File: config.mk
export PLATFORM = sky130hd
export DESIGN_NAME = memory_arbiter
export DESIGN_NICKNAME = d
export VERILOG_FILES = /design/src/rtl/memory_arbiter.sv
export SDC_FILE = /design/constraint.sdc
export NUM_CORES = 1
export LEC_CHECK = 0
export CORE_UTILIZATION = 55
export CTS_BUF_LIST = sky130_fd_sc_hd__clkbuf_4
export DETAILED_ROUTE_END_ITERATION = 12
export GPL_TIMING_DRIVEN = 0
export HOLD_SLACK_MARGIN = 0.12
export PLACE_DENSITY = 0.89
export SLEW_MARGIN = 10
export SYNTH_ARGS = -nofsm -noshare
export SYNTH_HDL_FRONTEND = slang
export SYNTH_SLANG_ARGS = --single-unit
File: constraint.sdc
create_clock -name clk -period 3.4 [get_ports clk]
set_input_delay 1.02 -clock clk [delete_from_list [all_inputs] [get_ports clk]]
set_output_delay 1.02 -clock clk [all_outputs]
set_load 0.01 [all_outputs]
File: src/rtl/memory_arbiter.sv
// Four-port round-robin arbiter in front of memory_controller. It holds a grant until the
// controller's ready, a request drop or the watchdog ends it, then forces one idle cycle.
module memory_arbiter #(
  parameter int unsigned TIMEOUT = 16
) (
  input  logic       clk,
  input  logic       rst,
  input  logic       read0,
  input  logic       read1,
  input  logic       read2,
  input  logic       read3,
  input  logic       write0,
  input  logic       write1,
  input  logic       write2,
  input  logic       write3,
  input  logic       mem_ready,
  output logic [1:0] state,
  output logic       en,
  output logic       ack0,
  output logic       ack1,
  output logic       ack2,
  output logic       ack3,
  output logic       timeout
);

  typedef enum logic [1:0] {StIdle, StBusy, StRelease} fsm_e;

  localparam logic [7:0] TLast = 8'(TIMEOUT - 1);

  fsm_e       fsm_q, fsm_d;
  logic [1:0] state_q, state_d;
  logic       en_q, en_d;
  logic [3:0] ack_q, ack_d;
  logic       timeout_q, timeout_d;
  logic [1:0] ptr_q, ptr_d;
  logic [7:0] tcnt_q, tcnt_d;

  logic [3:0] req;
  logic       win_valid;
  logic [1:0] win_idx;
  logic [1:0] scan_idx;
  logic       grant_req;
  logic       tlast;

  // Both lines high or both low is not a request.
  assign req = {read3 ^ write3, read2 ^ write2, read1 ^ write1, read0 ^ write0};

  assign grant_req = req[state_q];
  assign tlast     = (tcnt_q == TLast);

  // First requester found scanning upward from the priority pointer.
  always_comb begin
    win_valid = 1'b0;
    win_idx   = ptr_q;
    scan_idx  = ptr_q;
    for (int i = 0; i < 4; i++) begin
      scan_idx = ptr_q + 2'(i);
      if (!win_valid && req[scan_idx]) begin
        win_valid = 1'b1;
        win_idx   = scan_idx;
      end
    end
  end

  always_ff @(posedge clk) begin
    if (rst) begin
      fsm_q     <= StIdle;
      state_q   <= 2'd0;
      en_q      <= 1'b0;
      ack_q     <= 4'd0;
      timeout_q <= 1'b0;
      ptr_q     <= 2'd0;
      tcnt_q    <= 8'd0;
    end else begin
      fsm_q     <= fsm_d;
      state_q   <= state_d;
      en_q      <= en_d;
      ack_q     <= ack_d;
      timeout_q <= timeout_d;
      ptr_q     <= ptr_d;
      tcnt_q    <= tcnt_d;
    end
  end

  always_comb begin
    fsm_d = fsm_q;
    unique case (fsm_q)
      StIdle:    if (win_valid) fsm_d = StBusy;
      StBusy:    if (mem_ready || !grant_req || tlast) fsm_d = StRelease;
      StRelease: fsm_d = StIdle;
      default:   fsm_d = StIdle;
    endcase
  end

  // Priority inside BUSY: ready, then request drop, then watchdog.
  always_comb begin
    state_d   = state_q;
    en_d      = 1'b0;
    ack_d     = 4'd0;
    timeout_d = 1'b0;
    ptr_d     = ptr_q;
    tcnt_d    = tcnt_q;
    unique case (fsm_q)
      StIdle: begin
        if (win_valid) begin
          state_d = win_idx;
          en_d    = 1'b1;
          tcnt_d  = 8'd0;
        end
      end
      StBusy: begin
        en_d = 1'b1;
        if (mem_ready) begin
          ack_d = 4'b0001 << state_q;
          en_d  = 1'b0;
          ptr_d = state_q + 2'd1;
        end else if (!grant_req) begin
          en_d  = 1'b0;
          ptr_d = state_q + 2'd1;
        end else if (tlast) begin
          timeout_d = 1'b1;
          en_d      = 1'b0;
          ptr_d     = state_q + 2'd1;
        end else begin
          tcnt_d = tcnt_q + 8'd1;
        end
      end
      StRelease: ;
      default: ;
    endcase
  end

  assign state   = state_q;
  assign en      = en_q;
  assign ack0    = ack_q[0];
  assign ack1    = ack_q[1];
  assign ack2    = ack_q[2];
  assign ack3    = ack_q[3];
  assign timeout = timeout_q;

endmodule

==> metrics.txt <==
total of cells resized after clock tree synthesis 0; overall global routing resource usage 26.0%; worst vdd ir roughly 0.00029 V; setup TNS after final layout 0 ns; distinct cell type count of the synthesized netlist 38; synthesized area divided by synthesized cell count a little over 9 um2; fraction of layout cells with a size suffix above 1 7.58%; most common library cell in the layout ignoring fill and taps sky130_fd_sc_hd__dfxtp_1; type of the most critical hold path reg2reg; CP Class in2reg; H-tree depth 1; first-pass GRT wire length 3660 um; Worst Path Required ~3.6 ns; largest stage delay on the critical path ~0.59 ns; ys async rst share 0%; number of max-slew violations in the final report 0; final-layout worst hold slack about 0.5 ns; clock tree from TritonCTS yes; number of nets produced by synthesis ~120; CP endpoint kind flop; Final Cycle Share 83.1%; final hold violations 0; cell row count 15; Skew-Pair Late Insertion Delay between 0.3 and 0.4 ns; routed len/inst between 10 and 15 um; max-capacitance violation count 0; multi-input logic area about 570 um2; number of violations reported at the end of detailed-routing iteration 0 24; most instantiated flip-flop cell in the synthesis netlist sky130_fd_sc_hd__dfxtp_1; area of the die approximately 2000 um2; die height 44.8 um; Post-CTS Setup Inserts 0; effective utilization at floorplan between 50% and 60%; static leakage about 0.42 nW; area of all sequential standard cells 400 um2; Slew headroom a little under half; setup repair after global routing missed its margin no; worst setup skew after layout 0.00452 ns; post-layout minimum cycle time roughly 2.8 ns; core outline area about 1700 um2; number of port buffers 17; sequential cell area fraction in the yosys report 39.8%; Post-synth EDFFs 0; CTS root buffer sky130_fd_sc_hd__clkbuf_4; number of iterations in the first detailed-routing pass 4; synth warn 0; total overflow reported by the global router 0; DRC errors left 0; transition time at the pin with the least slew margin 0.815 ns; clk buf depth 2; antenna violations before repair 0; fraction of the core area covered by cells at the end of the flow just over 70%; reg2reg start state[1]; startpoint of the worst setup timing path read2; Layout fillers 146; crit-path cells clkdlybuf4s50_1 -> xnor2_1 -> mux4_2 -> buf_2 -> o41ai_1 -> a21oi_1; routability-driven placement congestion ratio roughly 0.84; critical path arrival ~3 ns; die width approximately 45 um; maximum clock rate 0.354 GHz; outcome finished, final reports clean; Antenna Nets Post-Route 0; highest-count cells in the layout ignoring fill and taps sky130_fd_sc_hd__dfxtp_1 (20), sky130_fd_sc_hd__clkdlybuf4s50_1 (17), sky130_fd_sc_hd__a21oi_1 (10); count of clock tree sinks 20; number of antenna repair diodes 0; synthesized instance count about 110; HPWL reported at the end of detailed placement 1650 um; Finish-stage setup viols 0; hold_buf cts 0; netlist area before placement roughly 1000 um2; number of buffers and inverters on the critical path 2; number of vias in the routed layout roughly 950; via count of the first global-routing pass 880; crit path max-delay cell type sky130_fd_sc_hd__mux4_2; dominant delay contributor by cell family on the critical path buffers and inverters; Startpoint Class input pin; Synth Register Bits 20; CTS buffer count 3; layout-stage area growth over the synthesis result 22.6%; Clock Pin Slew Worst Setup and Hold Paths about 0.11 ns; Max FO, Critical Path 10; sum of routed wire length over all layers about 2200 um; Cell Pwr Density 422 nW/um2; pin count of the biggest net entering global routing 12; I/O Pins 19; number of nets at the end of the flow between 100 and 150; hold_sp tcnt_q[7]; detail-routed via count per cell 6.02
==> power by group <==
group	switching, mW	internal [mW]
sequential	0.0119	0.248
clock	0.0729	0.0431
combinational	0.0799	0.0650
total	0.165	0.356
==> final timing paths <==
kind | end | slack (ns) | cells after the start
hold reg to reg | tcnt_q[7] | 0.49 | 2
setup / recovery | tcnt_q[6] | 0.58 | 6
hold / removal | tcnt_q[7] | 0.49 | 2
setup reg to reg | tcnt_q[6] | 1.41 | 5
==> per-layer routing <==
layer	GRT usage (%)	vias to the layer above	wire (um)	part of all wire, %
met5	0	-	0	0
met4	17.6	0	67	3.1
met3	7.20	7	120	5.5
met2	40.6	33	1050	48
met1	31.0	447	933	43
li1	-	458	-	-
==> cell families (layout without fill, tap and decap cells) <==
| kind of cell | count (synthesis) | in the layout | synth area share [%] |
|---|---|---|---|
| DFF | 20 | 20 | 39.8 |
| xor gates and xnor gates | 9 | 9 | 7.84 |
| buffers and inverters | 9 | 30 | 3.48 |
| and+or+nand+nor | 37 | 37 | 20.5 |
| muxes | 3 | 3 | 4.48 |
| AOI/OAI and AO/OA | 32 | 32 | 22.6 |
| adders and majority gates | 1 | 1 | 1.24 |
==> Yosys cell counts, types with 2 or more instances <==
cell type                   n  share of area [%]
sky130_fd_sc_hd__o41ai_1    2                1.7
sky130_fd_sc_hd__nand2_1    7                2.6
sky130_fd_sc_hd__nor2_1     9                3.4
sky130_fd_sc_hd__nand3_1    3                1.5
sky130_fd_sc_hd__dfxtp_1   20                 40
sky130_fd_sc_hd__xor2_1     4                3.5
sky130_fd_sc_hd__a21oi_1   10                5.0
sky130_fd_sc_hd__inv_1      5                1.9
sky130_fd_sc_hd__clkbuf_1   3                1.1
sky130_fd_sc_hd__or4_1      5                3.7
sky130_fd_sc_hd__mux2_2     2                2.2
sky130_fd_sc_hd__o21ai_0    6                3.0
sky130_fd_sc_hd__nor3b_1    3                2.2
sky130_fd_sc_hd__xnor2_1    5                4.4
sky130_fd_sc_hd__o31ai_1    4                3.0
==> registers in the layout, indices dropped and copies added (netlist names) <==
| name | count |
|---|---|
| fsm_q | 2 |
| state | 2 |
| timeout | 1 |
| ack_q | 4 |
| tcnt_q | 8 |
| ptr_q | 2 |
| en | 1 |
==> final cells by class <==
type | instances | area share [%]
multi-input cells | 82 | 46.2
flip-flops and latches | 20 | 32.5
clock inverters | 1 | 0.304
inverters | 5 | 1.52
clock buffers | 3 | 1.83
plain buffers | 4 | 1.32
well taps | 25 | 2.54
repair buffers | 17 | 13.8
==> worst register-to-register path, stage by stage, from the launching register on <==
cell	delay (ns)
sky130_fd_sc_hd__dfxtp_1	0.38
sky130_fd_sc_hd__inv_1	0.13
sky130_fd_sc_hd__mux4_2	0.62
sky130_fd_sc_hd__buf_2	0.23
sky130_fd_sc_hd__o41ai_1	0.39
sky130_fd_sc_hd__a21oi_1	0.12
==> through the flow <==
step / worst slack, ns / cell area (um2) / power (mW) / instances
3_5_place_dp: 0.236 / 1210 / 0.408 / 153
4_1_cts: 0.577 / 1230 / 0.524 / 157
6_report: 0.575 / 1230 / 0.521 / 157
5_1_grt: 0.433 / 1230 / 0.548 / 157
3_3_place_gp: 0.261 / 1210 / 0.404 / 153
2_1_floorplan: 0.890 / 1010 / 0.357 / 111
No activity file was read; power rests on OpenSTA's default activity.
==> patch 1 (config.mk and constraints unchanged) <==
Make the reset (`rst`) asynchronous in one clocked block.
--- a/src/rtl/memory_arbiter.sv
+++ b/src/rtl/memory_arbiter.sv
@@ -64,3 +64,3 @@
 
-  always_ff @(posedge clk) begin
+  always_ff @(posedge clk or posedge rst) begin
     if (rst) begin
Formal check against the unedited RTL: differs if rst is asserted again (counterexample within 4 cycles, from zero or initial values and one cycle with rst high); with rst held inactive, the same outputs for 10 cycles.
==> patch 1 against the original RTL <==
- sequential cell count stayed put
- final cell count is 3.2% higher
- final area up 18%
- utilization rose by 0.83 points
- wire length up 14%
- non-clock buffer count decreased by 3
- critical path depth stayed put
- setup slack improved by 0.16 ns
- die area is 21% higher
- critical path type unchanged
- synthesized area increased by 22%
- maximum frequency up 6.1%
Power is not compared: it rests on default switching activity, and its combinational part moved more than twofold at a synthesized area within 25%.
==> patch 1: results (changes against the original RTL) <==
| Metric | Value |
|---|---|
| Status | completed |
| DR pass1 iterations | 4 (unchanged) |
| GRT Total Usage | 0.2282 (-0.03126) |
| Post-synth ARST share | 1.000 (+1.000) |
| CP max stage cell | clkdlybuf4s50_1 |
| Sequential area share after synthesis | 0.4086 (+0.01057) |
| Via count | 987 (+4.4%) |
| Most frequent cells after synthesis | 20 x dfrtp_1, 10 x nand2_1, 8 x inv_1, 6 x a21oi_1, 6 x nand3_1 |
| YS warnings | 0 (unchanged) |
| Nets | 153 (+5.5%) |
| Vias in the first global route | 936 (+6.4%) |
| Clock Tree Buf Depth | 2 (unchanged) |
| Post-DP HPWL | 1895 um (+15%) |
| GPL Wtd Cong | 0.9003 (+7.5%) |
| Top cells by area, synth | dfrtp_1 41%, ha_1 5.1%, mux2i_1 4.1% |
| Worst path max stage delay | 0.48 ns (-0.11 ns) |
| Post-CTS Setup Repair Bufs | 0 (unchanged) |
| Fill count | 145 (-0.68%) |
| Largest net degree at the start of global routing | 21 (+9) |
| WL/cell | 15.24 um (+10%) |
| Crit path DAT | 2.85 ns (-0.17 ns) |
| Worst slack, placed | 0.4740 ns (+0.2380 ns) |
| Number of buffers added on ports | 18 (+1) |
| Layout cells sized above 1 | 0.1630 (+0.08721) |
| Crit-path max FO | 8 (-2) |
| First-pass GRT wire length | 4167 um (+14%) |
| PostCTS Resize Cnt | 0 (unchanged) |
| Net Sw Frac | 0.4217 |
| Cell family with the largest share of critical-path delay | buffers and inverters |
| Worst-path clk slew | 0.11 ns (about the same) |
| Biggest regs | tcnt_q x8, ack_q x4 |
| HP Class | reg2reg |
| H-Tree Depth | 1 (unchanged) |
| Worst-margin pin slew | 0.7298 ns (-0.08515 ns) |
| Register with the most flip-flops | tcnt_q |
| Fin Clk Skew | 0.007038 ns (+0.002520 ns) |
| Synth Net Count | 130 (+5.7%) |
| First DRT Iteration DRCs | 52 (+120%) |
| Synth cell types | 37 (-2.6%) |
| Maximum VDD drop | 457.3 uV |
| CTS Buf Count | 3 (unchanged) |
| Root buf cell | clkbuf_4 |
[patch 1: through the flow]
step                hold slack [ns]  utilization  power (mW)  cell area [um2]  instances
global route                 0.5347       0.7228      0.9689             1461        162
CTS                          0.5065       0.7228      0.9131             1461        162
detailed placement           0.4936       0.7116      0.8036             1439        159
finish                       0.5090       0.7228      0.9126             1461        162
floorplan                    0.4588            -      0.6547             1225        114
global placement             0.4821       0.7116      0.7784             1439        159
[patch 1: final cells by class]
type / count / area [um2] / area share
multi-input cells: 84 / 686.9 / 0.4700
flip-flops and latches: 20 / 500.5 / 0.3425
repair buffers: 18 / 180.2 / 0.1233
inverters: 10 / 37.54 / 0.02568
well taps: 27 / 33.78 / 0.02312
clock buffers: 3 / 22.52 / 0.01541
[patch 1: worst paths after layout]
kind | from | cells after the start | to | slack, ns
min reg2reg | tcnt_q[2]$_DFFE_PP0P_ | 1 | tcnt_q[2]$_DFFE_PP0P_ | 0.51
min | tcnt_q[2]$_DFFE_PP0P_ | 1 | tcnt_q[2]$_DFFE_PP0P_ | 0.51
max | write2 | 6 | state[0]$_DFFE_PP0P_ | 0.74
max reg2reg | tcnt_q[0]$_DFFE_PP0P_ | 6 | ptr_q[1]$_DFFE_PP0P_ | 1.50
min in group asynchronous | rst | 2 | tcnt_q[6]$_DFFE_PP0P_ | 1.12
max in group asynchronous | rst | 2 | state[0]$_DFFE_PP0P_ | 1.82
[patch 1: power by group through the flow]
stage,clock network [mW],logic (mW),registers (mW)
final,0.113,0.433,0.367
after global placement,0,0.414,0.364
after global routing,0.124,0.472,0.373
after detailed placement,0,0.433,0.370
after floorplan,0,0.288,0.367
after CTS,0.113,0.434,0.366
[patch 1: cells by family (layout without fill, tap and decap cells)]
family          Yosys count  after routing  synth area share
simple gates             36             36            0.1594
compound gates           26             26            0.1829
flops                    20             20            0.4086
buf+inv                  10             31           0.03065
mux                       9              9           0.09192
xor+xnor                  8              8           0.07559
fa+ha+maj                 5              5           0.05107
[patch 1: layer usage]
| metal | wire, um | track usage | part of all wire |
|---|---|---|---|
| met1 | 1061 | 0.2965 | 0.43 |
| met2 | 1217 | 0.3836 | 0.49 |
| met3 | 154 | 0.03115 | 0.062 |
| met4 | 36 | 0.08824 | 0.015 |
| met5 | 0 | 0 | 0 |
==> patch 2 (same flow settings) <==
Without the edit above. Change the parameter `TIMEOUT` from 16 to 8.
--- a/src/rtl/memory_arbiter.sv
+++ b/src/rtl/memory_arbiter.sv
@@ -3,3 +3,3 @@
 module memory_arbiter #(
-  parameter int unsigned TIMEOUT = 16
+  parameter int unsigned TIMEOUT = 8
 ) (
Check against the original RTL: not equivalent (a bounded check fails within 10 cycles, from zero or initial values and one cycle with rst high).
==> patch 2 against the original RTL <==
- final cell count up 3.8%
- die area increased by 8.9%
- synthesized area grew 9.3%
- setup slack worse by 0.091 ns
- critical path depth stayed put
- sequential cell count unchanged
- wire length grew 33%
- power is 24% higher
- final area increased by 11%
==> patch 2: results (changes against the original RTL) <==
| Metric | Value |
|---|---|
| Buffering overhead | 0.1495 (-0.001575) |
| Nonclk inv count | 4 (-1) |
| Fill count | 130 (-11%) |
| Worst-margin pin slew | 0.5335 ns (-0.2815 ns) |
| Via/cell ratio | 6.466 (+7.4%) |
| Post-synthesis mux area share | 0.07850 (+0.03372) |
| WL final | 2896 um (+33%) |
| Xor-xnor portion of the synthesized cell area | 0.07167 (-0.006686) |
| Worst slack, placed | 0.3371 ns (+0.1011 ns) |
| Multi-input gate share of total cell area | 0.4844 (+0.02193) |
| Placed Area | 1311 um2 (+8.6%) |
| Post-DP HPWL | 1985 um (+20%) |
| Placed Cells incl. Taps | 159 (+3.9%) |
| Sequential area share after synthesis | 0.3641 (-0.03396) |
| FF-to-FF setup slack | 1.33 ns (-0.08 ns) |
| Leak | 0.4509 nW (+6.6%) |
| Synth cell types | 42 (+11%) |
| Fin Clk Skew | 0.004840 ns (+0.0003225 ns) |
| Syn_area_per_cell | 9.481 um2 (+4.6%) |
| Register share of the cell area | 0.2936 (-0.03097) |
| Via count | 1054 (+12%) |
| Synth Area in Compound Gates | 0.1752 (-0.05117) |
| First-pass GRT wire length | 4650 um (+27%) |
| GPL Wtd Cong | 0.9034 (+7.8%) |
| Vias in the first global route | 953 (+8.3%) |
| Status | completed |
| Layout Area Growth over Synthesis | 24.00% |
patch 2: how the worst max path moves through the flow:
stage               cells after the start  slack [ns]   start                      to
floorplan                               5        1.03   read3  tcnt_q[6]$_SDFFE_PP0P_
global placement                        6        0.41  write3   state[1]$_SDFFE_PP0P_
detailed placement                      6        0.34   read3  tcnt_q[6]$_SDFFE_PP0P_
CTS                                     6        0.52   read3  tcnt_q[6]$_SDFFE_PP0P_
global route                            6        0.45   read3  tcnt_q[6]$_SDFFE_PP0P_
finish                                  6        0.48   read3  tcnt_q[6]$_SDFFE_PP0P_
patch 2: layer usage:
layer  wire (um)  vias to the layer above  track usage
met5           0                        -            0
met4          76                        0       0.1029
met3         201                        8      0.06667
met2        1444                       63       0.5222
met1        1172                      490       0.3853
li1            -                      493            -
patch 2: power breakdown:
group | switching, mW | internal, mW | total (mW)
combinational | 0.103 | 0.0837 | 0.187
sequential | 0.0157 | 0.250 | 0.265
clock | 0.0753 | 0.119 | 0.194
